### config.mk
export PLATFORM = sky130hd
export DESIGN_NAME = approx_wallace_product_accumulator_flat
export DESIGN_NICKNAME = d
export VERILOG_FILES = /design/src/rtl/approx_wallace_product_accumulator_if.sv /design/src/rtl/approx_wallace_product_accumulator.sv /design/src/flat_wrapper.sv
export SDC_FILE = /design/constraint.sdc
export NUM_CORES = 1
export LEC_CHECK = 0
export ABC_CLOCK_PERIOD_IN_PS = 3400
export CORE_AREA = 3 3 93 95
export DETAILED_ROUTE_END_ITERATION = 16
export DIE_AREA = 0 0 96 98
export DONT_BUFFER_PORTS = 1
export GPL_TIMING_DRIVEN = 0
export SYNTH_ARGS = -nofsm -noshare
export SYNTH_HDL_FRONTEND = slang
export SYNTH_SLANG_ARGS = --single-unit
### constraint.sdc
create_clock -name clk -period 3.4 [get_ports clk]
set_input_delay 0.51 -clock clk [delete_from_list [all_inputs] [get_ports clk]]
set_output_delay 0.51 -clock clk [all_outputs]
set_load 0.02 [all_outputs]
### src/rtl/approx_wallace_product_accumulator_if.sv
// Handshake bundle between the approximate Wallace-tree product stream,
// the product accumulator, and the downstream result consumer.
interface approx_wallace_product_accumulator_if #(
    parameter int ACC_W = 20,
    parameter int CNT_W = 5
);
    logic [15:0]      prod_i;
    logic             prod_valid_i;
    logic             prod_ready_o;
    logic             clear_i;
    logic [ACC_W-1:0] acc_o;
    logic             acc_valid_o;
    logic             acc_ready_i;
    logic             sat_o;
    logic [CNT_W-1:0] count_o;

    // Accumulator side
    modport slave (
        input  prod_i,
        input  prod_valid_i,
        output prod_ready_o,
        input  clear_i,
        output acc_o,
        output acc_valid_o,
        input  acc_ready_i,
        output sat_o,
        output count_o
    );

    // Producer / consumer side
    modport master (
        output prod_i,
        output prod_valid_i,
        input  prod_ready_o,
        output clear_i,
        input  acc_o,
        input  acc_valid_o,
        output acc_ready_i,
        input  sat_o,
        input  count_o
    );
endinterface

### src/rtl/approx_wallace_product_accumulator.sv
// Saturating accumulator for approximate 16-bit Wallace-tree products.
// Sums N_TERMS products (one per cycle) through an input register stage,
// then holds the result on a valid/ready output until it is taken.
module approx_wallace_product_accumulator #(
    parameter int ACC_W   = 20,
    parameter int N_TERMS = 16,
    parameter int CNT_W   = $clog2(N_TERMS + 1)
) (
    input logic clk,
    input logic rst,
    approx_wallace_product_accumulator_if.slave bus
);
    typedef enum logic [1:0] {
        ACCUM = 2'd0,
        DRAIN = 2'd1,
        DONE  = 2'd2
    } state_t;

    state_t           state;
    logic [15:0]      prod_q;
    logic             pv_q;
    logic [ACC_W-1:0] acc_q;
    logic             sat_q;
    logic [CNT_W-1:0] count_q;
    logic             valid_q;

    logic             ready;
    logic             accept;
    logic             last_beat;
    logic [ACC_W:0]   sum;

    // Ready depends only on state and clear so it never waits on valid
    always_comb begin
        ready     = (state == ACCUM) && !bus.clear_i;
        accept    = bus.prod_valid_i && ready;
        last_beat = (count_q == CNT_W'(N_TERMS - 1));
    end

    // One extra bit above the accumulator catches the overflow carry
    always_comb begin
        sum = {{(ACC_W - 15){1'b0}}, prod_q} + {1'b0, acc_q};
    end

    // Input register stage: capture an accepted product for next-cycle add
    always_ff @(posedge clk or posedge rst) begin
        if (rst) begin
            prod_q <= '0;
            pv_q   <= 1'b0;
        end else if (bus.clear_i) begin
            pv_q   <= 1'b0;
        end else begin
            pv_q <= accept;
            if (accept) begin
                prod_q <= bus.prod_i;
            end
        end
    end

    // Control FSM with accumulator, term counter and sticky saturation flag
    always_ff @(posedge clk or posedge rst) begin
        if (rst) begin
            state   <= ACCUM;
            acc_q   <= '0;
            sat_q   <= 1'b0;
            count_q <= '0;
            valid_q <= 1'b0;
        end else if (bus.clear_i) begin
            state   <= ACCUM;
            acc_q   <= '0;
            sat_q   <= 1'b0;
            count_q <= '0;
            valid_q <= 1'b0;
        end else begin
            if (accept) begin
                count_q <= count_q + CNT_W'(1);
            end

            // Once saturated the sum is pinned at all-ones until restart
            if (pv_q) begin
                if (sum[ACC_W] || sat_q) begin
                    acc_q <= '1;
                    sat_q <= 1'b1;
                end else begin
                    acc_q <= sum[ACC_W-1:0];
                end
            end

            unique case (state)
                ACCUM: begin
                    if (accept && last_beat) begin
                        state <= DRAIN;
                    end
                end
                DRAIN: begin
                    state   <= DONE;
                    valid_q <= 1'b1;
                end
                DONE: begin
                    // pv_q is always low here, so the restart cannot race an add
                    if (bus.acc_ready_i) begin
                        state   <= ACCUM;
                        valid_q <= 1'b0;
                        acc_q   <= '0;
                        sat_q   <= 1'b0;
                        count_q <= '0;
                    end
                end
                default: begin
                    state <= ACCUM;
                end
            endcase
        end
    end

    // Drive the interface outputs from registered state
    always_comb begin
        bus.prod_ready_o = ready;
        bus.acc_o        = acc_q;
        bus.acc_valid_o  = valid_q;
        bus.sat_o        = sat_q;
        bus.count_o      = count_q;
    end
endmodule

### src/flat_wrapper.sv
// flat-port wrapper written by rule: the top's interface ports become plain ports
module approx_wallace_product_accumulator_flat 
#(
    parameter int ACC_W   = 20,
    parameter int N_TERMS = 16,
    parameter int CNT_W   = $clog2(N_TERMS + 1)
)
  (clk, rst, bus_prod_i, bus_prod_valid_i, bus_prod_ready_o, bus_clear_i, bus_acc_o, bus_acc_valid_o, bus_acc_ready_i, bus_sat_o, bus_count_o);
  approx_wallace_product_accumulator_if #(.ACC_W(ACC_W), .CNT_W(CNT_W)) bus_i ();
  input logic clk;
  input logic rst;
  input wire logic [$bits(bus_i.prod_i)-1:0] bus_prod_i;
  input wire logic [$bits(bus_i.prod_valid_i)-1:0] bus_prod_valid_i;
  output wire logic [$bits(bus_i.prod_ready_o)-1:0] bus_prod_ready_o;
  input wire logic [$bits(bus_i.clear_i)-1:0] bus_clear_i;
  output wire logic [$bits(bus_i.acc_o)-1:0] bus_acc_o;
  output wire logic [$bits(bus_i.acc_valid_o)-1:0] bus_acc_valid_o;
  input wire logic [$bits(bus_i.acc_ready_i)-1:0] bus_acc_ready_i;
  output wire logic [$bits(bus_i.sat_o)-1:0] bus_sat_o;
  output wire logic [$bits(bus_i.count_o)-1:0] bus_count_o;
  assign bus_i.prod_i = bus_prod_i;
  assign bus_i.prod_valid_i = bus_prod_valid_i;
  assign bus_prod_ready_o = bus_i.prod_ready_o;
  assign bus_i.clear_i = bus_clear_i;
  assign bus_acc_o = bus_i.acc_o;
  assign bus_acc_valid_o = bus_i.acc_valid_o;
  assign bus_i.acc_ready_i = bus_acc_ready_i;
  assign bus_sat_o = bus_i.sat_o;
  assign bus_count_o = bus_i.count_o;
  approx_wallace_product_accumulator #(.ACC_W(ACC_W), .N_TERMS(N_TERMS), .CNT_W(CNT_W)) u_core (.clk(clk), .rst(rst), .bus(bus_i));
endmodule
* After elaboration in Yosys (flattened, before gate mapping)
Index checks and enable logic that the tools add are counted.
Storage, ports and cells: flip-flop bits (word level) 46, bits of input ports 21, output and inout bits 28, logic and storage cells 47
Cells by class: $add $sub $neg 2, equality and inequality tests 5, muxes and demuxes 22, bitwise operators 1, reductions and logical operators 10
Operators with widths (number):
- $mux 20 | 5
- $add 16x20->21 | 1
- $mux 5 | 4
- $mux 1 | 8
- $mux 2 | 3
- $ne 3x3->1 const B | 2
- $pmux 2 s3 | 1
- $reduce_and 2->1 | 3
- $add 5x1->5 const B | 1
- $eq 5x4->1 const B | 1
- $logic_and 1x1->1 | 3
- $reduce_bool 3->1 | 1
- $eq 2x1->1 const B | 1
- $eq 2x2->1 const B | 1
- $logic_not 2->1 | 1
- $pmux 1 s2 | 1
- $logic_not 1->1 | 1
- $logic_or 1x1->1 | 1
- $not 1->1 | 1

* Longest topological paths before layout
depth in word-level cells 7, mapped depth 10, mapped depth without buffers 9

* Least setup slack after synthesis
No wires, ideal clock.
path kind reg2reg, start register u_core.acc_q[0] (netlist: u_core.bus.acc_o[0]), end register u_core.acc_q[10] (netlist: u_core.bus.acc_o[10]), library setup time 0.137 ns, data arrival time 2.369 ns, data required time 3.263 ns, setup slack 0.894 ns, stages on the path, launching flop included 11, buffers on the path 1, clock period less this slack 2.506 ns, cells stage by stage dfrtp_1 ha_1 fa_1 a211oi_1 or4b_4 o22a_1 o211ai_2 a31o_4 buf_8 nor2_1 a21oi_1
On the way: cells in the longest elaborated chain, start to end 7
Ends and longest elaborated chain:
- start, declared | line approx_wallace_product_accumulator.sv:22 | logic [ACC_W-1:0] acc_q;
- start signal, assigned | line approx_wallace_product_accumulator.sv:84 | acc_q <= sum[ACC_W-1:0];
- $add 16x20->21 (*) | line approx_wallace_product_accumulator.sv:41 | sum = {{(ACC_W - 15){1'b0}}, prod_q} + {1'b0, acc_q};
- $logic_or 1x1->1 | line approx_wallace_product_accumulator.sv:80 | if (sum[ACC_W] || sat_q) begin
- $mux 20 (*) | line approx_wallace_product_accumulator.sv:80
- $mux 20 (*) | line approx_wallace_product_accumulator.sv:79 | if (pv_q) begin
- $mux 20 | line approx_wallace_product_accumulator.sv:100 | if (bus.acc_ready_i) begin
- $mux 20 (*) | line approx_wallace_product_accumulator.sv:88 | unique case (state)
- $mux 20 (*) | line approx_wallace_product_accumulator.sv:67 | end else if (bus.clear_i) begin
Every way passes the cells marked *; elsewhere a longest branch is shown, timed or not. A chain may end at the register's enable or synchronous reset.

* Worst setup path after layout
Same ends and word-level chain as after synthesis.

==> reports/qor.yml <==
ys_seq_area_frac: 0.4174
n_antenna_cell: 0
fp-row-count: 32
place_congestion: 0.8731
ios: 49
layout_common_cells: "46 x dfrtp_1, 35 x nor2_1, 27 x a21oi_1, 27 x o21ai_0, 18 x ha_1"
antenna_found_initial: 0
hp-class: "input port to asynchronous set/reset pin"
setup_viol: 0
cp_top_family: "compound AO/OA/AOI/OAI gates"
cp.arrival_ps: 2970
rr_worst_depth: 10
clk_pin_slew_ps: 90
reg2reg_from: "u_core.bus.acc_o[0]"
period_needed_ps: 2824
fin_util: 0.3843
fin_ws_ps: 575.6
max_cap_viol_count: 0
fp.dieH_um: 98
wl_um: 6256
clockBufferDepth: 2
drc: 0
cts_tree: "built"
startpoint_type: "flop"
dp.cells: 374
hold_buffers: 0
rsz0062_at_grt: "no"
hold_slack_ps: 69.24
drv_slew: 0
syn_to_final_growth_pct: 8.802
ff2ff_setup_slack_ps: 580
core_area_sq_mm: 0.007807
firstDrtPassIters: 4
ys_ff_latch: 46
synth.avg_cell_area_sq_um: 10.18
timing.final.hold_violations: 0
ctsResizeCount: 0
power_mw: 1.403
drt_iter0_drc: 74
irDropWorstVdd_uv: 169.1
crit_slowest_cell: "dfrtp_1"
worst-path-buf-inv: 1
syn_area_sq_mm: 0.002758
grt_pass1_wl_um: 10370
status: "complete, no violations"
mostFrequentLayoutCell: "dfrtp_1"
grt_use_total: 0.1388
tns_ps: 0
synth_edf_count: 0
dpl_worst_slack_ps: 601.7
drive_above_1_share: 0.1643
max_freq_ghz: 0.3541
crit_required_ps: 3550
io_buffers: 0
die_area_sq_mm: 0.009408
fin_nets: 319
crit_chain: "ha_1 -> fa_1 -> a211oi_1 -> or4b_4 -> o22a_1 -> o211ai_2 -> a31o_4 -> buf_8 -> nor2_1 -> a21oi_1"
cts_setup_buffers: 0
wl_per_cell_um: 16.38
num_vias: 2052
grt_pass1_vias: 2003
path_class: "flop to flop"
fin_crit_sh: 0.8307
end_kind: "flop"
grt_max_degree: 30
ant_nets: 0
ys_warn_count: 0
clkLatencyLatePin_ps: 300
syn_inst: 271
design_area_sq_mm: 0.003000
async_flop_share: 1.000
synth.distinct_cells: 49
cts_made_buffers: 5
overflow: 0
clock_skew_ps: 10.79
critPathMaxStageDelay_ps: 480
vias_per_cell: 5.372
p_per_area_mw_per_mm2: 467.6
clkSinkCount: 46
placed_area_sq_mm: 0.002905
synthesis.nets: 311
initial_core_util: 0.3532
leakage_nw: 1.321
cts-root-buf: "clkbuf_8"
cts.htree.levels: 2
die_x_um: 96
yosys_most_used_dff: "dfrtp_1"
final_cells: 382
crit_fanout: 10
r2r-end: "u_core.bus.acc_o[10]"
dp_hpwl_um: 4705
relSlewSlack: 0.4839
tightest_slew_ps: 768.2
-- how the worst max path moves through the flow --
stage / from / end / cells after the start
finish: u_core.bus.acc_o[0] / u_core.bus.acc_o[10] / 10
global route: u_core.bus.acc_o[0] / u_core.bus.acc_o[6] / 10
CTS: u_core.bus.acc_o[0] / u_core.bus.acc_o[10] / 10
detailed placement: u_core.bus.acc_o[0] / u_core.bus.acc_o[9] / 10
global placement: u_core.bus.acc_o[0] / u_core.bus.acc_o[9] / 10
floorplan: u_core.bus.acc_o[0] / u_core.bus.acc_o[10] / 10
-- worst register-to-register path, stage by stage (launching register included) --
cell and delay (ps):
dfrtp_1 480, ha_1 290, fa_1 430, a211oi_1 370, or4b_4 220, o22a_1 140, o211ai_2 120, a31o_4 280
buf_8 150, nor2_1 110, a21oi_1 80
-- sequential cells by signal, indices dropped and copies added (netlist names) --
name,count
u_core.bus.sat_o,1
u_core.bus.count_o,5
u_core.prod_q,16
u_core.pv_q,1
u_core.bus.acc_valid_o,1
u_core.bus.acc_o,20
u_core.state,2
-- cells by family (layout without fill, tap and decap cells) --
family / count (synthesis) / after routing / synth area share
DFF: 46 / 46 / 0.4174
xor gates and xnor gates: 16 / 16 / 0.05082
and+or+nand+nor: 68 / 68 / 0.1261
muxes: 19 / 19 / 0.07622
adders and majority gates: 19 / 19 / 0.08893
buffers and inverters: 16 / 25 / 0.03539
AOI/OAI and AO/OA: 87 / 87 / 0.2051
-- where the power goes --
group	internal (mW)	switching, mW	total, mW
registers	0.595	0.0679	0.663
logic	0.172	0.213	0.385
clock network	0.164	0.192	0.355
-- cell usage after synthesis (4+ instances only) --
cell / number / area (sq um)
inv_1: 6 / 22.52
o21ai_0: 27 / 135.1
ha_1: 18 / 225.2
xnor2_1: 9 / 78.83
nand4_1: 4 / 25.02
dfrtp_1: 46 / 1151
a21oi_1: 27 / 135.1
mux2_2: 16 / 180.2
nor2_1: 35 / 131.4
nor3_1: 5 / 25.02
xor2_1: 7 / 61.31
and3_1: 4 / 25.02
nand2_1: 7 / 26.28
a211oi_1: 11 / 82.58
-- final cells by class --
class | count | area [sq um]
fill | 778 | 4807
timing repair buffer | 1 | 20.02
buffer | 10 | 75.07
inverter | 6 | 22.52
clock buffer | 6 | 82.58
tap | 102 | 127.6
multi-input combinational | 209 | 1509
clock inverter | 2 | 12.51
sequential | 46 | 1151
-- routing by layer --
metal  global-route usage  part of all wire  routed length (um)
met5                    0                 0                   0
met4              0.03611             0.012                  74
met3              0.04391             0.070                 439
met2               0.2135              0.47                2914
met1               0.1878              0.45                2827
No activity file was read; power rests on OpenSTA's default activity.
